File: config.mk
export PLATFORM = sky130hd
export DESIGN_NAME = sat_counter
export DESIGN_NICKNAME = d
export VERILOG_FILES = /design/src/rtl/even_parity_checker_sat_counter.sv
export SDC_FILE = /design/constraint.sdc
export NUM_CORES = 1
export LEC_CHECK = 0
export CAP_MARGIN = 0
export CORE_AREA = 3 3 40 42
export DETAILED_ROUTE_END_ITERATION = 10
export DIE_AREA = 0 0 43 45
export DONT_BUFFER_PORTS = 1
export GPL_ROUTABILITY_DRIVEN = 0
export MAX_ROUTING_LAYER = met4
export SETUP_SLACK_MARGIN = 0.15
export SYNTH_ARGS = -nofsm -noshare
export SYNTH_HDL_FRONTEND = slang
export SYNTH_SLANG_ARGS = --single-unit
File: constraint.sdc
create_clock -name clk -period 2 [get_ports clk]
set_clock_uncertainty 0.1 [all_clocks]
set_input_delay 0.4 -clock clk [delete_from_list [all_inputs] [get_ports clk]]
set_output_delay 0.4 -clock clk [all_outputs]
set_load 0.005 [all_outputs]
File: src/rtl/even_parity_checker_sat_counter.sv
// Saturating up-counter with synchronous reset; holds at all-ones, never wraps.
module sat_counter #(
  parameter int W = 8
) (
  input  logic         clk,
  input  logic         rst,
  input  logic         inc,
  output logic [W-1:0] count
);

  always_ff @(posedge clk) begin
    if (rst) begin
      count <= '0;
    end else if (inc && (count != '1)) begin
      count <= count + W'(1);
    end
  end

endmodule

==> impl_metrics.py <==
metrics = {
    "die": {
        "die-area_um2": 1940,
        "die_w_um": 43,
        "start_util": 0.335,
        "num_io_pins": 11,
        "die_h_um": 45,
        "num_rows": 13,
        "core_um2": 1280,
    },
    "placed_design": {
        "dpl_cell_area_um2": 438,
        "io_buffers": 0,
        "dpl.hpwl_um": 670,
    },
    "timing": {
        "slew_headroom": 0.801,
        "hold_viol": 0,
        "setup_tns_ns": 0,
        "fin_crit_sh": 0.788,
        "slew_viol_final": 0,
        "tightestPinTransition_ns": 0.299,
        "finalSetupViolations": 0,
        "fmax_ghz": 0.635,
        "hold_ws_ns": 0.110,
        "rsz0062_at_grt": "no",
        "min_period_ns": 1.58,
    },
    "setup_path": {
        "slowest_delay_ns": 0.36,
        "path_max_fanout": 6,
        "critPathBufInv": 0,
        "cpMaxStageDelayCell": "dfxtp_1",
        "worst_setup_path_start_kind": "register",
        "cp-end-kind": "register",
        "cp_cell_sequence": "ha_1 > and3_4 > a21boi_4 > mux2_4",
        "crit_family": "flip-flops",
        "path_class": "register to register",
        "cp_data_arrival_time_ns": 1.62,
        "crit_required_ns": 2.05,
    },
    "synthesis": {
        "synth_seq_cells": 8,
        "ys_top_cells_by_count": "dfxtp_1, a21oi_1, nand2_1",
        "synthDominantCellAreaShare": 0.372,
        "synth-edff-count": 0,
        "yosysTopAreaCell": "dfxtp_1",
        "ys_types": 25,
        "syn_nets": 50,
        "ys_seq_area_frac": 0.372,
        "syn_area_um2": 430,
        "yosysWarnings": 0,
        "synthArstFlopShare": 0,
        "synth_area_leaders": "dfxtp_1, a21oi_1, a21boi_4",
        "synth_cells": 46,
        "yosysMostFrequentCell": "dfxtp_1",
        "avgSynthCellArea_um2": 9.36,
        "synthFlopType": "dfxtp_1",
    },
    "global_routing": {
        "grt_pass1_wl_um": 1460,
        "grt_usage": 0.109,
        "antenna_found_initial": 0,
        "grt_pass1_vias": 315,
        "grt_max_degree": 9,
        "gr-total-overflow": 0,
    },
    "cells_and_area": {
        "largest_reg_flops": 8,
        "nFillCells": 133,
        "multi_input_area_um2": 255,
        "fin_util": 0.358,
        "top_register": "count",
        "area_delta_synth_final_pct": 6.98,
        "antenna_cells": 0,
        "drive_gt1_frac": 0.167,
        "biggestRegsByFlops": "count (8)",
        "ff_latch_area_um2": 160,
        "stdcell_area_um2": 460,
        "nets": 54,
    },
    "outcome": {
        "status": "finished, final reports clean",
    },
    "hold_path": {
        "hp-class": "input port to register",
    },
    "clocking": {
        "cts_buffers": 3,
        "ctsHoldBuffers": 0,
        "post_cts_buffers": 0,
        "h-tree-depth": 1,
        "ctsResizeCount": 0,
        "path_clk_slew_ns": 0.05,
        "insertion_delay_ns": 0.26,
        "ctsLongestPathBuffers": 2,
        "cts_tree": "built",
        "cts_root_buf": "clkbuf_4",
        "cts_sinks": 8,
    },
    "routing": {
        "vias_per_cell": 5.95,
        "antenna_left": 0,
        "drt-initial-drc-count": 8,
        "avgRoutedWirePerCell_um": 15.1,
        "dr_total_vias": 375,
        "drc": 0,
        "firstDrtPassIters": 4,
        "wl_um": 953,
    },
    "power_and_ir_drop": {
        "vdd.ir_drop.worst_mv": 0.260,
        "p_leak_nw": 0.165,
        "powerDensity_nw_per_um2": 677,
    },
    "job": {
        "maxCapViolations": 0,
    },
}
-- placed cells by master, fill, tap and decap left out, types with 2 or more instances in the layout --
cell	count
a211oi_1	2
a21oi_1	5
and4_1	2
clkbuf_4	3
dfxtp_1	8
nand2_1	5
nand3_1	2
nand4_1	2
nor3_1	2
o21bai_1	2
-- metal layers --
| layer | up-vias | global-route usage | part of all wire |
|---|---|---|---|
| li1 | 183 | - | - |
| met1 | 174 | 0.121 | 0.47 |
| met2 | 16 | 0.141 | 0.41 |
| met3 | 2 | 0.0837 | 0.10 |
| met4 | 0 | 0.0542 | 0.0084 |
| met5 | - | - | 0 |
-- final timing paths --
kind                                            start               endpoint  slack (ns)  cells past startpoint
worst max-delay path            count[0]$_SDFFE_PP0P_  count[0]$_SDFFE_PP0P_        0.42                      4
worst min-delay path                              rst  count[5]$_SDFFE_PP0P_        0.11                      1
worst max register to register  count[0]$_SDFFE_PP0P_  count[0]$_SDFFE_PP0P_        0.42                      4
worst min register to register  count[1]$_SDFFE_PP0P_  count[1]$_SDFFE_PP0P_        0.42                      2
-- worst register-to-register path, cell delays in order (launching register included) --
cell      delay, ns
dfxtp_1        0.36
ha_1           0.28
and3_4         0.23
a21boi_4       0.19
mux2_4         0.31
-- final cells by class --
cell class / count / share of cell area
clock buffers: 3 / 0.0489
multi-input cells: 36 / 0.554
flip-flops and latches: 8 / 0.348
inverters: 1 / 0.00815
well taps: 15 / 0.0408
-- metrics by stage --
stage	worst slack, ns	instances	total power [mW]
after detailed placement	0.439	60	0.189
after floorplan	0.534	46	0.186
after global placement	0.460	60	0.189
after global routing	0.387	63	0.326
after CTS	0.429	63	0.319
final	0.424	63	0.312
-- report_power, final --
| group | switching (mW) | internal [mW] |
|---|---|---|
| Sequential | 0.00620 | 0.164 |
| Clock | 0.0570 | 0.0688 |
| Combinational | 0.00647 | 0.00947 |
-- cells by family after synthesis --
group	count (synthesis)	synth area share
compound gates	15	0.259
fa+ha+maj	1	0.0291
buf+inv	2	0.0349
flops	8	0.372
mux	2	0.0581
simple gates	18	0.247
Note: power is estimated with default switching activity, not from simulation.
